<file path="src/rtl/adc_seq_pkg.sv">
`default_nettype none
// ============================================================================
// Module      : adc_seq_pkg
// Description : Shared types and constants for the ADC frame sequencer.
// Revision    : 1.0 - initial release
// ============================================================================
package adc_seq_pkg;

    localparam int unsigned DEF_DATA_WIDTH      = 12;
    localparam int unsigned DEF_CAPTURE_TIMEOUT = 4;
    // Shortest legal frame-start spacing: frame, full capture window, one WAIT clock
    localparam int unsigned MIN_PERIOD          = DEF_DATA_WIDTH + DEF_CAPTURE_TIMEOUT + 1;

    typedef enum logic [1:0] {
        S_IDLE    = 2'd0,
        S_FRAME   = 2'd1,
        S_CAPTURE = 2'd2,
        S_WAIT    = 2'd3
    } seq_state_e;

    // Minimum period for an arbitrary frame width / capture window
    function automatic int unsigned min_period(input int unsigned dw, input int unsigned to);
        return dw + to + 1;
    endfunction

endpackage
`default_nettype wire

</file>
<file path="src/rtl/adc_sample_reg.sv">
`default_nettype none
// ============================================================================
// Module      : adc_sample_reg
// Description : One-entry valid/ready output register. A new sample always
//               overwrites the held one; losing an unconsumed sample raises
//               a sticky overrun flag.
// Revision    : 1.0 - initial release
// ============================================================================
module adc_sample_reg
    import adc_seq_pkg::*;
#(
    parameter int DATA_WIDTH = 12
) (
    input  logic                  clk,
    input  logic                  rst,
    input  logic                  load_i,
    input  logic [DATA_WIDTH-1:0] load_data_i,
    input  logic                  ready_i,
    input  logic                  clr_i,
    output logic [DATA_WIDTH-1:0] data_o,
    output logic                  valid_o,
    output logic                  overrun_o
);

    logic [DATA_WIDTH-1:0] data_q;
    logic                  valid_q;
    logic                  overrun_q;
    logic                  lost_d;

    // A sample is lost when it is still pending and not taken in the load cycle
    assign lost_d = load_i && valid_q && !ready_i;

    // Data/valid register: a fresh load takes priority over a consume
    always_ff @(posedge clk) begin
        if (rst) begin
            data_q  <= '0;
            valid_q <= 1'b0;
        end else if (load_i) begin
            data_q  <= load_data_i;
            valid_q <= 1'b1;
        end else if (valid_q && ready_i) begin
            valid_q <= 1'b0;
        end
    end

    // Sticky overrun flag: a set event in the clear cycle keeps it high
    always_ff @(posedge clk) begin
        if (rst) begin
            overrun_q <= 1'b0;
        end else if (lost_d) begin
            overrun_q <= 1'b1;
        end else if (clr_i) begin
            overrun_q <= 1'b0;
        end
    end

    assign data_o    = data_q;
    assign valid_o   = valid_q;
    assign overrun_o = overrun_q;

endmodule
`default_nettype wire

</file>
<file path="src/rtl/adc_frame_sequencer.sv">
`default_nettype none
// ============================================================================
// Module      : adc_frame_sequencer
// Description : Generates periodic DATA_WIDTH-clock chip-select frames for an
//               SPI receive master, captures one sample per frame into a
//               valid/ready output register and flags missing samples.
// Revision    : 1.0 - initial release
// ============================================================================
module adc_frame_sequencer
    import adc_seq_pkg::*;
#(
    parameter int DATA_WIDTH      = 12,
    parameter int PERIOD_WIDTH    = 16,
    parameter int CAPTURE_TIMEOUT = 4
) (
    input  logic                    clk,
    input  logic                    rst,
    input  logic                    enable_i,
    input  logic                    trigger_i,
    input  logic [PERIOD_WIDTH-1:0] period_i,
    input  logic                    clr_status_i,
    output logic                    spi_ssel_o,
    input  logic [DATA_WIDTH-1:0]   spi_data_i,
    input  logic                    spi_valid_i,
    output logic [DATA_WIDTH-1:0]   m_data_o,
    output logic                    m_valid_o,
    input  logic                    m_ready_i,
    output logic                    busy_o,
    output logic                    overrun_o,
    output logic                    frame_err_o
);

    localparam int unsigned c_MIN_PERIOD = min_period(DATA_WIDTH, CAPTURE_TIMEOUT);
    localparam int          c_CNT_W      = $clog2((DATA_WIDTH > CAPTURE_TIMEOUT) ? DATA_WIDTH
                                                                                 : CAPTURE_TIMEOUT);
    localparam logic [c_CNT_W-1:0]      c_BIT_LAST = c_CNT_W'(DATA_WIDTH - 1);
    localparam logic [c_CNT_W-1:0]      c_CAP_LAST = c_CNT_W'(CAPTURE_TIMEOUT - 1);
    localparam logic [PERIOD_WIDTH-1:0] c_MIN_PER  = PERIOD_WIDTH'(c_MIN_PERIOD);

    seq_state_e              state_q, state_d;
    logic [c_CNT_W-1:0]      cnt_q, cnt_d;          // bit count in FRAME, wait count in CAPTURE
    logic [PERIOD_WIDTH-1:0] elapsed_q, elapsed_d;  // clocks since the current frame start
    logic [PERIOD_WIDTH-1:0] eff_period_q, eff_period_d;
    logic                    ssel_q;
    logic                    frame_err_q;
    logic                    load_d;
    logic                    err_set_d;
    logic                    frame_start_d;

    // Next-state logic; the counter restarts on every state change
    always_comb begin
        state_d      = state_q;
        cnt_d        = cnt_q + 1'b1;
        load_d       = 1'b0;
        err_set_d    = 1'b0;
        elapsed_d    = (elapsed_q == '1) ? elapsed_q : elapsed_q + 1'b1;
        eff_period_d = eff_period_q;

        case (state_q)
            S_IDLE: begin
                if (enable_i || trigger_i) state_d = S_FRAME;
            end
            S_FRAME: begin
                if (cnt_q == c_BIT_LAST) state_d = S_CAPTURE;
            end
            S_CAPTURE: begin
                // The release clock itself is inside the capture window
                if (spi_valid_i) begin
                    load_d  = 1'b1;
                    state_d = S_WAIT;
                end else if (cnt_q == c_CAP_LAST) begin
                    err_set_d = 1'b1;
                    state_d   = S_WAIT;
                end
            end
            S_WAIT: begin
                if (!enable_i) begin
                    state_d = S_IDLE;
                end else if (elapsed_q >= eff_period_q) begin
                    state_d = S_FRAME;
                end
            end
            default: state_d = S_IDLE;
        endcase

        if (state_d != state_q) cnt_d = '0;

        // Period is sampled (and clamped) only when a frame starts
        frame_start_d = (state_d == S_FRAME) && (state_q != S_FRAME);
        if (frame_start_d) begin
            elapsed_d    = PERIOD_WIDTH'(1);
            eff_period_d = (period_i < c_MIN_PER) ? c_MIN_PER : period_i;
        end
    end

    // State, counters and the registered chip-select (low exactly in FRAME)
    always_ff @(posedge clk) begin
        if (rst) begin
            state_q      <= S_IDLE;
            cnt_q        <= '0;
            elapsed_q    <= '0;
            eff_period_q <= '0;
            ssel_q       <= 1'b1;
        end else begin
            state_q      <= state_d;
            cnt_q        <= cnt_d;
            elapsed_q    <= elapsed_d;
            eff_period_q <= eff_period_d;
            ssel_q       <= (state_d != S_FRAME);
        end
    end

    // Sticky missing-sample flag: a set event in the clear cycle keeps it high
    always_ff @(posedge clk) begin
        if (rst) begin
            frame_err_q <= 1'b0;
        end else if (err_set_d) begin
            frame_err_q <= 1'b1;
        end else if (clr_status_i) begin
            frame_err_q <= 1'b0;
        end
    end

    adc_sample_reg #(
        .DATA_WIDTH (DATA_WIDTH)
    ) u_sample_reg (
        .clk         (clk),
        .rst         (rst),
        .load_i      (load_d),
        .load_data_i (spi_data_i),
        .ready_i     (m_ready_i),
        .clr_i       (clr_status_i),
        .data_o      (m_data_o),
        .valid_o     (m_valid_o),
        .overrun_o   (overrun_o)
    );

    assign spi_ssel_o  = ssel_q;
    assign busy_o      = (state_q == S_FRAME) || (state_q == S_CAPTURE);
    assign frame_err_o = frame_err_q;

endmodule
`default_nettype wire

</file>
<file path="config.mk">
export PLATFORM = sky130hd
export DESIGN_NAME = adc_frame_sequencer
export DESIGN_NICKNAME = d
export VERILOG_FILES = /design/src/rtl/adc_seq_pkg.sv /design/src/rtl/adc_sample_reg.sv /design/src/rtl/adc_frame_sequencer.sv
export SDC_FILE = /design/constraint.sdc
export NUM_CORES = 1
export LEC_CHECK = 0
export BUFFER_PORTS_ARGS = -buffer_cell sky130_fd_sc_hd__buf_2
export CAP_MARGIN = 20
export CORE_MARGIN = 4
export CORE_UTILIZATION = 50
export DETAILED_ROUTE_END_ITERATION = 7
export MAX_ROUTING_LAYER = met4
export PLACE_DENSITY_LB_ADDON = 0.15
export SKIP_CTS_REPAIR_TIMING = 1
export SYNTH_ARGS = -nofsm -noshare
export SYNTH_HDL_FRONTEND = slang
export SYNTH_SLANG_ARGS = --single-unit
export TNS_END_PERCENT = 30
</file>
<file path="constraint.sdc">
create_clock -name clk -period 2.8 [get_ports clk]
set_clock_uncertainty 0.2 [all_clocks]
set_input_delay 0.14 -clock clk [delete_from_list [all_inputs] [get_ports clk]]
set_output_delay 0.14 -clock clk [all_outputs]
set_load 0.02 [all_outputs]
</file>
==> impl_metrics.toml <==
[run_status]
status = "finished, final reports clean"

[drt]
drc = 0
wl_per_cell_um = 14.3
first_iter_violations = 128
avgViaCountPerCell = 5.58
antenna_left = 0
via_count = 2675
wl_mm = 6.86
dr.pass1.iters = 4

[logic_synthesis]
ys_async_sr_fraction_pct = 0
yosysSeqAreaShare_pct = 37.3
yosys-top-cells-area = "dfxtp_1 (37%), ha_1 (9.5%), a21oi_1 (4.3%)"
synthAdderAreaFrac_pct = 9.51
synth_nets = 382
ys_warn_count = 0
synthXorXnorAreaFrac_pct = 3.93
synth-compound-area-share_pct = 17.5
syn_avg_cell_area_sq_um = 8.91
yosysTopAreaCell = "dfxtp_1"
ys_seq_elements = 54
syn_area_sq_um = 2900
muxShareOfSynthArea_pct = 1.38
syn_inst = 325
synth_edf_count = 0
ys_types = 50
yosys.area_share.simple_pct = 24.5
synth_top_family_by_area = "simple AND/OR/NAND/NOR gates"
synth_top_area_share_pct = 37.3
ys.flop_type = "dfxtp_1"

[clocking]
ctsRootBufferMaster = "clkbuf_8"
cts_tree = "yes"
path_clk_slew_ns = 0.10
clkSinkCount = 54
cts_buffers = 5
htree_num_levels = 2
clock_path_buffers = 2
clock_latency_ns = 0.31

[sta]
relSlewSlack_pct = 56.5
hold_viol = 0
fin_tns_setup_ns = 0
min_period_over_period_pct = 96.8
slew_viol_final = 0
min_period_ns = 2.71
worst_slack_ns = 0.0900
setup_viol = 0
fmax_mhz = 369
tightest_slew_ns = 0.653

[global_routing]
top_usage_layer = "met2"
grt_util_met3_pct = 3.95
overflow = 0
grt_pass1_vias = 2291
grt_pass1_wl_mm = 10.7
met1_usage_pct = 25.1
grt_max_degree = 42
antenna_found_initial = 0
grtUsageTotal_pct = 18.6
grt_util_met2_pct = 28.1

[floorplanning]
ios = 52
std_cell_rows = 27
die_h_um = 84.1
die_area_sq_um = 7070
fp.coreArea_sq_um = 5570
initial_core_util_pct = 51.9
die_x_um = 84.1

[worst_setup_path]
crit_path_start_kind = "flop"
endpoint_kind = "flop"
path_class = "flop to flop"
crit_fanout = 14
crit_arrival_ns = 2.73
reg2reg_setup_slack_ns = 0.09
cp.required_ns = 2.82

[finish]
area_growth_pct = 27.1
drive_above_1_share_pct = 19.4
antenna_cells = 0
nets = 463

[power_and_ir_drop]
power_leakage_nw = 1.50
p_per_area_nw_per_um2 = 658
irDropWorstVdd_uv = 487

[placement]
portBuffers = 51
pre_cts_slack_ns = 0.110
gp_congestion = 0.862
dpl.hpwl_mm = 4.73

[min_path]
hold_class = "input pin to flop"

[flow_run]
max_cap_violations = 0
-- power breakdown --
group / switching [W] / internal, W / total, W
clock network: 0.000272 / 0.000181 / 0.000453
registers: 0.0000517 / 0.000883 / 0.000934
logic: 0.000585 / 0.000450 / 0.00104
-- cell families (layout without fill, tap and decap cells) --
logic type	after synthesis	count (layout)
and+or+nand+nor	124	124
AOI/OAI and AO/OA	67	67
DFF	54	54
buffers and inverters	41	123
adders and majority gates	22	22
xor gates and xnor gates	13	13
muxes	4	4
-- sequential cells by signal, summed over array words and instances (netlist names) --
register                flops
u_sample_reg.overrun_o      1
frame_err_o                 1
elapsed_q                  16
eff_period_q               16
state_q                     2
u_sample_reg.data_o        12
u_sample_reg.valid_o        1
spi_ssel_o                  1
cnt_q                       4
-- stage by stage --
| stage | cells | hold slack, ns | power, W | util [%] | instance area, sq um |
|---|---|---|---|---|---|
| final | 479 | 0.138 | 0.00242 | 66.0 | 3680 |
| after global routing | 479 | 0.185 | 0.00259 | 66.0 | 3680 |
| after CTS | 448 | -0.156 | 0.00232 | 59.8 | 3330 |
| after detailed placement | 440 | 0.186 | 0.00188 | 58.1 | 3240 |
| after global placement | 440 | 0.180 | 0.00185 | 58.1 | 3240 |
| after floorplan | 325 | 0.0760 | 0.00161 | - | 2900 |
-- final cells by class --
class	count	area, sq um
clock buffers	5	68.8
clock inverters	3	25.0
fillers	475	1890
inverters	24	90.1
multi-input cells	230	1680
flip-flops and latches	54	1080
well taps	72	90.1
repair buffers	91	646
-- worst paths after layout --
kind,start,endpoint,depth (start not counted)
min reg2reg,u_sample_reg.data_o[1]$_SDFFE_PP0P_,u_sample_reg.data_o[1]$_SDFFE_PP0P_,2
max reg2reg,elapsed_q[0]$_SDFFE_PP0P_,elapsed_q[2]$_SDFFE_PP0P_,9
min,rst,state_q[1]$_SDFF_PP0_,2
max,elapsed_q[0]$_SDFFE_PP0P_,elapsed_q[2]$_SDFFE_PP0P_,9
-- synth_stat cells, types with 2 or more instances --
| cell | instances |
|---|---|
| dfxtp_1 | 54 |
| nor2_1 | 6 |
| inv_1 | 24 |
| nand2_1 | 33 |
| clkbuf_1 | 11 |
| nand3b_1 | 4 |
| buf_2 | 4 |
| nand4b_1 | 12 |
| ha_1 | 22 |
| nor3_1 | 19 |
| o31ai_1 | 12 |
| or3_1 | 3 |
| nor4_1 | 3 |
| a31oi_1 | 2 |
| nor3b_1 | 2 |
| and2_4 | 2 |
| and3_1 | 7 |
| nand4_1 | 5 |
| nor4bb_1 | 2 |
| nand2b_1 | 6 |
| o21a_1 | 3 |
| nand3_1 | 12 |
| a21oi_1 | 25 |
| a311oi_1 | 3 |
| xnor2_1 | 3 |
| xor2_1 | 10 |
| o21ai_0 | 6 |
| nor2b_1 | 2 |
| mux2i_1 | 4 |
| and4_1 | 2 |
| a2111oi_2 | 3 |
-- routing by layer --
layer,part of all wire (%),vias up
met4,1.7,0
met3,5.7,13
met5,0,-
li1,-,1335
met2,45,86
met1,48,1241
-- worst max-delay path: stages (launching register included) --
cell	delay, ns
dfxtp_1	0.37
inv_1	0.08
ha_1	0.29
nand2b_1	0.17
a2111oi_4	0.40
a2111oi_4	0.06
or3b_1	0.41
and2_4	0.16
buf_4	0.19
a2111oi_2	0.27
-- layout by cell type, fill, tap and decap left out, drive strengths merged, types with 2 or more instances in the layout --
cell type / count
o31ai: 12
xnor2: 3
and2: 3
xor2: 10
a31oi: 2
nor2b: 2
buf: 60
o41ai: 2
nor3b: 2
nand3: 12
nand4b: 12
mux2i: 4
o21ai: 6
and3: 7
nand4: 5
inv: 25
a311oi: 3
and4: 2
nor2: 6
ha: 22
nor4: 3
o21a: 3
nand2b: 6
nor4bb: 2
a2111oi: 5
nor3: 19
nand2: 33
dlygate4sd3: 31
dfxtp: 54
clkbuf: 5
or3: 4
a21oi: 25
nand3b: 4
No activity file was read; power rests on OpenSTA's default activity.
